===== config.mk =====
export PLATFORM = sky130hd
export DESIGN_NAME = tick_scheduler
export DESIGN_NICKNAME = d
export VERILOG_FILES = /design/src/rtl/tick_scheduler.sv
export SDC_FILE = /design/constraint.sdc
export NUM_CORES = 1
export LEC_CHECK = 0
export CELL_PAD_IN_SITES_DETAIL_PLACEMENT = 1
export CELL_PAD_IN_SITES_GLOBAL_PLACEMENT = 1
export CORE_ASPECT_RATIO = 1.5
export CORE_MARGIN = 3
export CORE_UTILIZATION = 48
export DETAILED_ROUTE_END_ITERATION = 6
export GPL_TIMING_DRIVEN = 1
export PLACE_DENSITY_LB_ADDON = 0.1
export SYNTH_ARGS = -nofsm -noshare
export SYNTH_HDL_FRONTEND = slang
export SYNTH_SLANG_ARGS = --single-unit

===== constraint.sdc =====
create_clock -name clk -period 8.31 [get_ports clk]
set_input_delay 0.831 -clock clk [delete_from_list [all_inputs] [get_ports clk]]
set_output_delay 0.831 -clock clk [all_outputs]
set_load 0.01 [all_outputs]

===== src/rtl/tick_scheduler.sv =====
// ---------------------------------------------------------------------------
// tick_scheduler
//
// Game-timing block. Produces a free-running divide-by-4 pixel enable and a
// programmable game-tick enable controlled by a small IDLE/RUN/PAUSE FSM.
// The tick divide ratio can be reconfigured at any time through a
// valid/ready handshake; while running, a new ratio is parked in a pending
// register and only takes effect at the next tick boundary, so the period
// in flight is never cut short.
//
// Parameters
//   DIV_W        width of the tick divide ratio
//   CNT_W        width of the tick counter output
//   DEFAULT_DIV  divide ratio loaded at reset
//
// Ports
//   clk          single clock, rising-edge active
//   rst          synchronous active-high reset
//   start        one-cycle pulse, IDLE -> RUN
//   pause        level: 1 requests PAUSE, 0 requests RUN
//   stop         one-cycle pulse, any state -> IDLE
//   cfg_valid    cfg_div holds a new divide ratio
//   cfg_div      requested divide ratio (0 and 1 are clamped to 2)
//   cfg_ready    a configuration can be accepted this cycle
//   pix_en       one-cycle pulse every 4 clocks, independent of the FSM
//   tick_en      one-cycle game-tick enable (registered)
//   tick_count   ticks issued since the last start, wraps modulo 2^CNT_W
//   state        FSM state: IDLE=0, RUN=1, PAUSE=2
// ---------------------------------------------------------------------------
module tick_scheduler #(
    parameter int DIV_W       = 24,
    parameter int CNT_W       = 16,
    parameter int DEFAULT_DIV = 1000000
) (
    input  logic             clk,
    input  logic             rst,
    input  logic             start,
    input  logic             pause,
    input  logic             stop,
    input  logic             cfg_valid,
    input  logic [DIV_W-1:0] cfg_div,
    output logic             cfg_ready,
    output logic             pix_en,
    output logic             tick_en,
    output logic [CNT_W-1:0] tick_count,
    output logic [1:0]       state
);

    localparam logic [1:0] ST_IDLE  = 2'd0;
    localparam logic [1:0] ST_RUN   = 2'd1;
    localparam logic [1:0] ST_PAUSE = 2'd2;

    localparam logic [DIV_W-1:0] DIV_ONE = DIV_W'(1);
    localparam logic [DIV_W-1:0] DIV_TWO = DIV_W'(2);
    localparam logic [DIV_W-1:0] DIV_RST = DIV_W'(DEFAULT_DIV);
    localparam logic [CNT_W-1:0] CNT_ONE = CNT_W'(1);

    logic [1:0]       pix_cnt;
    logic [1:0]       state_nxt;
    logic [DIV_W-1:0] tick_cnt;
    logic [DIV_W-1:0] div_reg;
    logic [DIV_W-1:0] div_m1;
    logic [DIV_W-1:0] pend_div;
    logic             pend_vld;
    logic             cfg_take;
    logic             tick_hit;

    // A ratio below 2 would leave no idle cycle between ticks; force the
    // smallest meaningful period instead.
    function automatic logic [DIV_W-1:0] clamp_div(input logic [DIV_W-1:0] d);
        if (d < DIV_TWO) begin
            return DIV_TWO;
        end
        return d;
    endfunction

    assign pix_en    = (pix_cnt == 2'd3);
    assign cfg_ready = ~pend_vld;
    assign cfg_take  = cfg_valid & ~pend_vld;

    // div_reg never drops below 2, so div_reg-1 cannot underflow. The >=
    // compare (rather than ==) makes a ratio lowered during PAUSE below the
    // held count fire immediately on resume instead of wrapping the counter.
    assign div_m1   = div_reg - DIV_ONE;
    assign tick_hit = (state == ST_RUN) && (tick_cnt >= div_m1);

    // Next-state: stop beats everything, start only matters in IDLE, pause
    // only matters once running.
    always_comb begin
        state_nxt = state;
        if (stop) begin
            state_nxt = ST_IDLE;
        end else begin
            case (state)
                ST_IDLE:  if (start) state_nxt = ST_RUN;
                ST_RUN:   if (pause) state_nxt = ST_PAUSE;
                ST_PAUSE: if (!pause) state_nxt = ST_RUN;
                default:  state_nxt = ST_IDLE;
            endcase
        end
    end

    // Pending ratio is pure data: it is only observed while pend_vld is set,
    // so it carries no reset.
    always_ff @(posedge clk) begin
        if (cfg_take && (state == ST_RUN) && !stop) begin
            pend_div <= clamp_div(cfg_div);
        end
    end

    always_ff @(posedge clk) begin
        if (rst) begin
            state      <= ST_IDLE;
            pix_cnt    <= 2'd0;
            tick_cnt   <= '0;
            tick_en    <= 1'b0;
            tick_count <= '0;
            div_reg    <= DIV_RST;
            pend_vld   <= 1'b0;
        end else begin
            pix_cnt <= pix_cnt + 2'd1;
            state   <= state_nxt;
            tick_en <= 1'b0;

            if (stop) begin
                // Returning to IDLE: flush a parked ratio, or take a fresh
                // one directly since no period is in flight anymore.
                tick_cnt <= '0;
                if (pend_vld) begin
                    div_reg  <= pend_div;
                    pend_vld <= 1'b0;
                end else if (cfg_take) begin
                    div_reg <= clamp_div(cfg_div);
                end
            end else begin
                case (state)
                    ST_IDLE: begin
                        tick_cnt <= '0;
                        if (start) begin
                            tick_count <= '0;
                        end
                        if (cfg_take) begin
                            div_reg <= clamp_div(cfg_div);
                        end
                    end
                    ST_RUN: begin
                        if (tick_hit) begin
                            tick_cnt   <= '0;
                            tick_en    <= 1'b1;
                            tick_count <= tick_count + CNT_ONE;
                            // Period boundary: the parked ratio governs the
                            // period that starts now.
                            if (pend_vld) begin
                                div_reg  <= pend_div;
                                pend_vld <= 1'b0;
                            end
                        end else begin
                            tick_cnt <= tick_cnt + DIV_ONE;
                        end
                        if (cfg_take) begin
                            pend_vld <= 1'b1;
                        end
                    end
                    ST_PAUSE: begin
                        if (cfg_take) begin
                            div_reg <= clamp_div(cfg_div);
                        end
                    end
                    default: begin
                        tick_cnt <= '0;
                    end
                endcase
            end
        end
    end

endmodule


* Word level (Yosys, flattened, before mapping)
Cells that the tools add are included.
Word-level totals: input port bits 30, output and inout bits 21, bits in registers 94, word-level logic and storage cells 81
Cells by class: reduce and logical (&&, ||, !) cells 14, magnitude comparators 2, equal/unequal tests 12, $add $sub $neg 4, bitwise operators 4, mux-type cells 37
Operator list (count):
- $mux 24 | 13
- $pmux 24 s3 | 1
- $pmux 24 s2 | 1
- $mux 16 | 2
- $pmux 16 s2 | 1
- $add 24x1->24 const B | 1
- $ge 24x24->1 | 1
- $lt 24x2->1 const B | 1
- $sub 24x1->24 const B | 1
- $add 16x1->16 const B | 1
- $mux 1 | 15
- $ne 3x3->1 const B | 4
- $ne 2x2->1 const B | 4
- $mux 2 | 3
- $pmux 2 s3 | 1
- $reduce_and 6->1 | 1
- $eq 2x2->1 const B | 2
- $reduce_and 4->1 | 1
- $reduce_bool 2->1 | 2
- $reduce_bool 4->1 | 1
- $logic_and 1x1->1 | 3
- $ne 3x1->1 const B | 1
- $not 1->1 | 3
- $reduce_and 3->1 | 1
- 8 further kinds | 8

* Longest topological paths before layout
Gate-level depths: netlist (run 1).
depth in word-level cells 10, mapped depth 18

* Worst setup path after synthesis (run 1)
Ideal clock, no wire load.
path kind reg-to-reg, from reg div_reg[7], to reg div_reg[18], stages on the path, launching flop included 16, library setup time 0.120 ns, setup slack 4.809 ns, clock period less this slack 3.501 ns, arrival 3.382 ns, cells stage by stage dfxtp_1 > or4_1 > nor4_2 > nand2_1 > nor3_1 > xnor2_1 > ha_1 > a21o_1 > a21o_1 > a32oi_1 > nand3_1 > buf_2 > o21ai_2 > buf_2 > nor2_1 > a211o_1
On the way: longest elaborated chain between the ends 5
Ends and longest elaborated chain:
- start: declaration | RTL line 61 | logic [DIV_W-1:0] div_reg;
- start signal: assignment | RTL line 130 | div_reg <= pend_div;
- start signal: assignment | RTL line 133 | div_reg <= clamp_div(cfg_div);
- start signal: assignment | RTL line 143 | div_reg <= clamp_div(cfg_div);
- $sub 24x1->24 | RTL line 84 | assign div_m1 = div_reg - DIV_ONE;
- $ge 24x24->1 | RTL line 85 | assign tick_hit = (state == ST_RUN) && (tick_cnt >= div_m1);
- $logic_and 1x1->1 | RTL line 85
- $ne 3x3->1 (no source line)
- $reduce_and 6->1 (no source line)
No other way between the ends. A chain may end at the register's enable or synchronous reset.

* Final worst setup path (run 1)
from reg div_reg[7], to reg tick_cnt[20]
On the way: longest elaborated chain between the ends 5
Ends and longest elaborated chain:
- $sub 24x1->24 | RTL line 84
- $ge 24x24->1 | RTL line 85
- $logic_and 1x1->1 | RTL line 85
- $mux 24 | RTL line 147 | if (tick_hit) begin
- $pmux 24 s2 | RTL line 136 | case (state)
- end signal: assignment | RTL line 158 | tick_cnt <= tick_cnt + DIV_ONE;
- end: declaration | RTL line 60 | logic [DIV_W-1:0] tick_cnt;
No other way between the ends.

==> results.yml, run 1 <==
outcome:
  outcome: "finished clean"
critical_path:
  crit_buf_inv: 2
  cp-start-kind: "flop"
  cp_common_cell: "nor2_1"
  critical_path.max_stage_delay_ns: 0.95
  cpLargestDelayFamily: "simple AND/OR/NAND/NOR gates"
  crit_required_ns: 8.58
  cp-end-kind: "flop"
  cp_slowest_cell: "nor3_1"
  path_cells: "or4_1, nor4_2, nor3b_1, inv_1, nor2_1, xnor2_1, ha_1, nand4_1, nor2_1, a32oi_1, nand3_1, buf_4, nor3_1, o21ai_0, a31oi_1"
  crit_type: "reg2reg"
  critical_path_arrival_ns: 4.74
  critPathMaxFanout: 20
place:
  io_buffers: 50
  post-place-ws_ns: 3.85
  placed_cell_area_sq_mm: 0.00564
  gp_congestion: 0.863
  dp_hpwl_microns: 9450
detailed_routing:
  viasPerCell: 5.69
  drt_iter0_drc: 58
  wirelength_microns: 12000
  ant_nets: 0
  drc_errors: 0
  detailedRoute.firstPassIterationCount: 4
  wl_per_cell_microns: 16.6
  num_vias: 4094
clocking:
  cts.hold.buffers_added: 0
  max-clock-path-buffers: 2
  clk_pin_slew_ns: 0.07
  root_buffer: "clkbuf_16"
  cts_resized: 0
  htree_levels: 3
  cts_setup_buffers: 0
  cts_sinks: 94
  cts_tree: "yes"
  clk_latency_ns: 0.35
  numCtsBuffers: 9
floorplanning:
  fp.dieArea_sq_mm: 0.0119
  start_util: 0.499
  io_pins: 51
  core.rowCount: 45
  core-area_sq_mm: 0.0102
  die_h_microns: 132
  dieWidth_microns: 90.2
cells_and_area:
  nNetsFinal: 631
  insertedDiodeCount: 0
  post_route_cells_drive_above_1_share: 0.0657
  fin_util: 0.579
  finalInstanceArea_sq_mm: 0.00593
  syn_to_final_growth_pct: 16.1
global_routing:
  globalRouteOverflowTotal: 0
  grt_pass1_wl_microns: 20400
  grt_start_max_net_pins: 34
  globalRouteTotalUtil: 0.209
  antenna_found_initial: 0
  grt_pass1_vias: 4276
sta:
  setup_viol: 0
  fin_crit_ns: 4.47
  timing.fmax_mhz: 224
  drv_slew: 0
  hold_violations: 0
  setup_ws_ns: 3.84
  worst_slew_pin_slew_ns: 1.16
  final.period_utilization: 0.538
  slew_headroom: 0.218
  rsz0062_at_grt: "false"
  clock_skew_ns: 0.00791
  tns_ns: 0
logic_synthesis:
  synth_edf_count: 24
  synth-seq-cells: 94
  yosysWarnings: 0
  async_flop_share: 0
  syn_area_per_cell_sq_um: 9.27
  netlist_area_sq_mm: 0.00511
  syn_nets: 609
  synth_cell_types: 61
  syn_inst: 551
  yosysSeqAreaShare: 0.415
  synth_flop_cell: "dfxtp_1"
power:
  vdd_drop_max_mv: 0.0986
  power_leakage_nw: 2.21
  p_per_area_mw_per_mm2: 170
flow_run:
  max_cap_violations: 0
hold_path:
  hold_path.class: "reg2reg"
-- cell usage after synthesis (15+ instances only) --
cell	instances	area, sq um
a211oi_1	19	143
a21oi_1	20	100
xor2_1	22	193
edfxtp_1	24	721
ha_1	28	350
xnor2_1	23	201
dfxtp_1	70	1400
nor2_1	74	278
nand2_1	34	128
clkbuf_1	29	109
nor3_1	19	95.1
mux2i_1	25	250
nand3_1	15	75.1
-- final cells by class --
cell class                      instances  area [sq um]
Timing Repair Buffer                   54           531
Multi-Input combinational cell        404          2780
Clock buffer                           10           229
Sequential cell                        94          2120
Inverter                               10          37.5
Tap cell                              141           176
Fill cell                            1191          4320
Clock inverter                          6          60.1
-- report_power, final --
part           internal [mW]  switching (mW)  total, mW
clock                  0.232           0.173      0.406
sequential             0.482          0.0138      0.496
combinational         0.0522          0.0569      0.109
total                  0.767           0.244       1.01
-- worst paths after layout --
| kind | slack, ns | startpoint | cells after the start | end |
|---|---|---|---|---|
| max | 3.84 | div_reg[7] | 15 | tick_cnt[20] |
| min | 0.43 | pix_cnt[0] | 1 | pix_cnt[0] |
| max reg2reg | 3.84 | div_reg[7] | 15 | tick_cnt[20] |
| min reg2reg | 0.43 | pix_cnt[0] | 1 | pix_cnt[0] |
-- routing by layer --
| metal | up-vias | global-route usage | share of wire |
|---|---|---|---|
| li1 | 2024 | - | - |
| met5 | - | 0 | 0 |
| met2 | 68 | 0.410 | 0.56 |
| met1 | 1975 | 0.216 | 0.39 |
| met4 | 0 | 0.0988 | 0.027 |
| met3 | 27 | 0.0246 | 0.023 |
-- placed cells by master (no fill, tap or decap), types with 5 or more instances in the layout --
master	instances
a211o_1	7
a211oi_1	19
a21oi_1	20
a31oi_1	6
and3_1	9
clkbuf_16	9
clkdlybuf4s50_1	50
dfxtp_1	70
edfxtp_1	24
ha_1	28
inv_1	10
mux2i_1	25
nand2_1	34
nand3_1	15
nand4_1	9
nor2_1	74
nor3_1	18
nor3b_1	5
nor4_1	9
o2111ai_1	6
o211ai_1	5
o21ai_0	9
or3_1	7
xnor2_1	23
xor2_1	22
-- cell families (layout without fill, tap and decap cells) --
kind of cell	after synthesis	count (layout)	share of synthesized area
AO/OA/AOI/OAI	97	97	0.140
buffers and inverters	53	80	0.0424
AND/OR/NAND/NOR	207	207	0.203
adder cells (fa/ha/maj)	28	28	0.0686
XOR/XNOR	45	45	0.0771
multiplexers	27	27	0.0534
flip-flops	94	94	0.415
-- metrics by stage --
stage          hold slack, ns  cells  power [mW]
2_1_floorplan           0.399    551       0.580
3_3_place_gp            0.407    703       0.611
3_5_place_dp            0.422    703       0.617
4_1_cts                 0.432    719        1.02
5_1_grt                 0.450    719        1.05
6_report                0.428    719        1.01
(Power assumes the default switching activity.)
==> run 2: changes to the inputs <==
Settings changed: CORE_UTILIZATION 48 to 40.
Clock period 8.31 ns to 3.9 ns, I/O delays scaled along.
==> results.yml, run 2 (same netlist as run 1, synthesis figures left out) <==
outcome:
  outcome: "finished clean"
global_routing:
  grt_pass1_wl_microns: 20800
  grt_start_max_net_pins: 34
  grt_pass1_vias: 4340
  globalRouteOverflowTotal: 0
  globalRouteTotalUtil: 0.180
  antenna_found_initial: 0
detailed_routing:
  ant_nets: 0
  wl_met1_microns: 4800
  highest-signal-layer: "met4"
  routed-wl-met2_microns: 6940
  wl_per_cell_microns: 16.6
  drt_iter0_drc: 64
  wirelength_microns: 12400
  viasPerCell: 5.50
  drc_errors: 0
  detailedRoute.firstPassIterationCount: 4
  dr_wl_met3_microns: 275
  num_vias: 4101
clocking:
  cts_tree: "yes"
  htree_levels: 3
  numCtsBuffers: 9
  root_buffer: "clkbuf_16"
  cts_sinks: 94
  cts.hold.buffers_added: 0
  max-clock-path-buffers: 2
  clk_latency_ns: 0.34
  clk_pin_slew_ns: 0.07
cells_and_area:
  nNetsFinal: 646
  post_route_cells_drive_above_1_share: 0.106
  most-common-layout-cells: "73 x nor2_1, 70 x dfxtp_1, 50 x clkdlybuf4s50_1, 33 x nand2_1, 28 x ha_1"
  syn_to_final_growth_pct: 20.3
  multi_input_area_sq_mm: 0.00283
  final_common_cell: "nor2_1"
  ff_latch_area_sq_mm: 0.00212
  num-fill-cells: 1409
  insertedDiodeCount: 0
sta:
  setup_viol: 0
  clock_skew_ns: 0.00718
  hold_slack_ns: 0.431
  hold_violations: 0
  setup_ws_ns: 0.300
  drv_slew: 0
  final.period_utilization: 0.923
  fin_crit_ns: 3.60
  tns_ns: 0
  timing.fmax_mhz: 278
  worst_slew_pin_slew_ns: 0.782
  slew_headroom: 0.477
place:
  post-place-ws_ns: 0.0512
  gp_congestion: 0.795
  io_buffers: 50
  dp_hpwl_microns: 9770
floorplanning:
  die_h_microns: 144
  start_util: 0.417
  dieWidth_microns: 98.3
  io_pins: 51
  core-area_sq_mm: 0.0123
  core.rowCount: 49
  fp.dieArea_sq_mm: 0.0142
power:
  vdd_drop_max_mv: 0.210
  p_switching_mw: 0.527
  finalPower_mw: 2.18
  swShare: 0.242
  power.share.clock: 0.398
  power_leakage_nw: 2.31
  p_per_area_mw_per_mm2: 354
  p_seq_frac: 0.486
  combinationalPowerShare: 0.116
  p_int_mw: 1.65
critical_path:
  critPathMaxFanout: 5
  cp-end-kind: "flop"
  crit_required_ns: 4.17
  r2r-start: "div_reg[8]"
  crit_start: "div_reg[8]"
  crit_type: "reg2reg"
  cp-start-kind: "flop"
  critical_path_arrival_ns: 3.87
hold_path:
  hold_path.class: "reg2reg"
  min_from: "pix_cnt[0]"
flow_run:
  max_cap_violations: 0
==> run 2: path summary, 6_finish.rpt <==
kind                  end  slack (ns)  cells after the start
max          tick_cnt[20]        0.30                     14
min            pix_cnt[0]        0.43                      1
max reg2reg  tick_cnt[20]        0.30                     14
min reg2reg    pix_cnt[0]        0.43                      1
==> run 2: through the flow <==
| step | std cells | cell area, sq um | utilization |
|---|---|---|---|
| after global routing | 746 | 6150 | 0.501 |
| after floorplan | 551 | 5110 | - |
| after detailed placement | 729 | 5780 | 0.472 |
| after global placement | 729 | 5780 | 0.472 |
| final | 746 | 6150 | 0.501 |
| after CTS | 745 | 6070 | 0.495 |
==> run 2: power groups by stage <==
| stage | logic, mW | registers (mW) | clock network [mW] |
|---|---|---|---|
| finish | 0.253 | 1.06 | 0.866 |
| global route | 0.286 | 1.06 | 0.928 |
| detailed placement | 0.252 | 1.08 | 0 |
| global placement | 0.245 | 1.08 | 0 |
| floorplan | 0.165 | 1.07 | 0 |
| CTS | 0.254 | 1.06 | 0.891 |
==> run 2: cell type report <==
type / count / area share
Multi-Input combinational cell: 404 / 0.461
Clock inverter: 6 / 0.0102
Inverter: 10 / 0.00611
Sequential cell: 94 / 0.345
Clock buffer: 10 / 0.0373
Timing Repair Buffer: 69 / 0.109
Tap cell: 153 / 0.0311
==> run 2: worst max-delay path: stages, from the launching register on <==
cell     delay [ns]
dfxtp_1        0.36
or4_4          0.57
nor4_4         0.20
nor3b_2        0.27
inv_1          0.11
nor2_1         0.14
xnor2_1        0.13
ha_1           0.24
nand4_1        0.14
nor3_1         0.07
nor3_1         0.25
nand3_2        0.18
or3_4          0.44
o31a_1         0.31
a31oi_1        0.12
==> run 2: per-layer routing <==
| layer | vias to the layer above | global-route usage |
|---|---|---|
| met5 | - | 0 |
| met4 | 0 | 0.0741 |
| met3 | 22 | 0.0241 |
| met2 | 58 | 0.358 |
| met1 | 1983 | 0.188 |
| li1 | 2038 | - |
==> run 2: timing repair <==
item / in CTS / in global routing
setup endpoints to repair: 0 / 65
gates resized for setup: 0 / 11
buffers inserted: 0 / 1
endpoints found under the hold margin: 0 / 0
==> run 3: changes to the inputs <==
Settings changed: CORE_UTILIZATION 40 to 44.
Clock period 3.9 ns to 3.8 ns, I/O delays scaled along.
==> results.yml, run 3 (same netlist as run 1, synthesis figures left out) <==
outcome:
  outcome: "finished clean"
floorplanning:
  die_h_microns: 138
  start_util: 0.457
  io_pins: 51
  dieWidth_microns: 94.0
  core.rowCount: 47
  fp.dieArea_sq_mm: 0.0130
  core-area_sq_mm: 0.0112
cells_and_area:
  final_common_cell: "nor2_1"
  nNetsFinal: 648
  syn_to_final_growth_pct: 20.5
  num-fill-cells: 1296
  most-common-layout-cells: "70 x nor2_1, 69 x dfxtp_1, 50 x clkdlybuf4s50_1, 33 x nand2_1, 28 x ha_1"
  post_route_cells_drive_above_1_share: 0.121
  final_cell_count_no_fill: 742
  insertedDiodeCount: 0
  fin_util: 0.551
critical_path:
  r2r.worst_path.cells: 16
  crit_start: "div_reg[7]"
  crit_required_ns: 4.06
  r2r-start: "div_reg[7]"
  cp-start-kind: "flop"
  cp-end-kind: "flop"
  r2r_setup_slack_ns: 0.11
  critical_path_arrival_ns: 3.96
  critPathMaxFanout: 16
  r2r_end: "tick_cnt[12]"
  crit_type: "reg2reg"
detailed_routing:
  wl_per_cell_microns: 16.9
  drc_errors: 0
  detailedRoute.firstPassIterationCount: 4
  num_vias: 4112
  drt_iter0_drc: 98
  viasPerCell: 5.54
  wirelength_microns: 12500
  ant_nets: 0
place:
  dp_hpwl_microns: 9800
  gp_congestion: 0.868
  placed_cells: 722
  io_buffers: 50
hold_path:
  whs_endpoint: "pix_cnt[0]"
  hold_depth: 1
  hold_path.class: "reg2reg"
  min_from: "pix_cnt[0]"
power:
  p_per_area_mw_per_mm2: 353
  vdd_drop_max_mv: 0.222
  power_leakage_nw: 2.32
  p_switching_mw: 0.549
  combinationalPowerShare: 0.122
  p_int_mw: 1.63
  power.share.clock: 0.380
  p_seq_frac: 0.499
  swShare: 0.252
clocking:
  cts_sinks: 94
  clk_pin_slew_ns: 0.06
  cts.hold.buffers_added: 0
  max-clock-path-buffers: 2
  clk_latency_ns: 0.35
  root_buffer: "clkbuf_16"
  cts_tree: "yes"
  htree_levels: 3
  numCtsBuffers: 9
global_routing:
  grt_pass1_wl_microns: 20800
  globalRouteOverflowTotal: 0
  grt_pass1_vias: 4216
  globalRouteTotalUtil: 0.204
  grt_start_max_net_pins: 34
  antenna_found_initial: 0
flow_run:
  max_cap_violations: 0
sta:
  hold_violations: 0
  rsz0062_at_grt: "true"
  clock_skew_ns: 0.00855
  final.period_utilization: 0.972
  slew_headroom: 0.563
  timing.fmax_mhz: 271
  worst_slew_pin_slew_ns: 0.650
  setup_viol: 0
  drv_slew: 0
  fin_crit_ns: 3.69
[run 3: cell types whose count changed in the layout (fill, tap and decap cells not counted), sizes merged]
cell,before,now
clkinv,2,3
buf,19,21
inv,10,11
bufinv,1,0
clkinvlp,3,2
[run 3: worst max-delay path, stage by stage, from the launching register on]
cell     delay (ns)
dfxtp_1        0.31
or4_4          0.57
nor4_4         0.30
nor3b_4        0.28
buf_4          0.14
nand2_1        0.05
xor2_1         0.15
ha_1           0.29
nand4_1        0.15
nor2_2         0.08
a32oi_1        0.25
nand3_2        0.21
buf_12         0.21
nor3_4         0.19
buf_2          0.19
a21oi_1        0.08
a31oi_1        0.16
[run 3: worst max path at each step]
stage / slack, ns / cells past startpoint / to
after detailed placement: -0.05 / 15 / tick_cnt[18]
after floorplan: 0.30 / 15 / div_reg[19]
final: 0.11 / 16 / tick_cnt[12]
after global routing: -0.07 / 16 / tick_cnt[20]
after CTS: -0.04 / 14 / tick_cnt[18]
after global placement: 0.19 / 16 / tick_cnt[18]
[run 3: power by group through the flow]
stage | Clock, mW | Sequential [mW] | Combinational [mW]
final | 0.826 | 1.08 | 0.265
after global routing | 0.887 | 1.09 | 0.297
after CTS | 0.848 | 1.08 | 0.261
after detailed placement | 0 | 1.10 | 0.257
after global placement | 0 | 1.10 | 0.247
after floorplan | 0 | 1.10 | 0.170
[run 3: layout make-up]
class	instances	area [sq um]	share of cell area
Clock inverter	6	38.8	0.00630
Clock buffer	10	229	0.0372
Tap cell	147	184	0.0299
Timing Repair Buffer	71	688	0.112
Inverter	10	37.5	0.00609
Sequential cell	94	2120	0.345
Multi-Input combinational cell	404	2860	0.464
[run 3: what timing repair did]
action                     in CTS  in global routing
setup buffers                   0                  3
cloned                          0                  1
setup endpoints to repair       6                 65
gates resized for setup         3                 23
pin swaps                       0                  4
[run 3: per-stage QoR]
step / hold WS [ns] / setup WS [ns] / TNS, ns / instance area (sq um) / power, mW
finish: 0.435 / 0.108 / 0 / 6160 / 2.17
global route: 0.457 / -0.0703 / -0.466 / 6160 / 2.27
CTS: 0.439 / -0.0409 / -0.0409 / 6030 / 2.19
detailed placement: 0.430 / -0.0459 / -0.0459 / 5750 / 1.36
global placement: 0.407 / 0.187 / 0 / 5750 / 1.35
floorplan: 0.399 / 0.299 / 0 / 5110 / 1.27
[run 3: per-layer routing]
metal,global-route usage,routed length (microns),vias up
li1,-,-,2053
met1,0.217,4870,1980
met2,0.392,7020,59
met3,0.0201,232,20
met4,0.104,397,0
met5,0,0,-
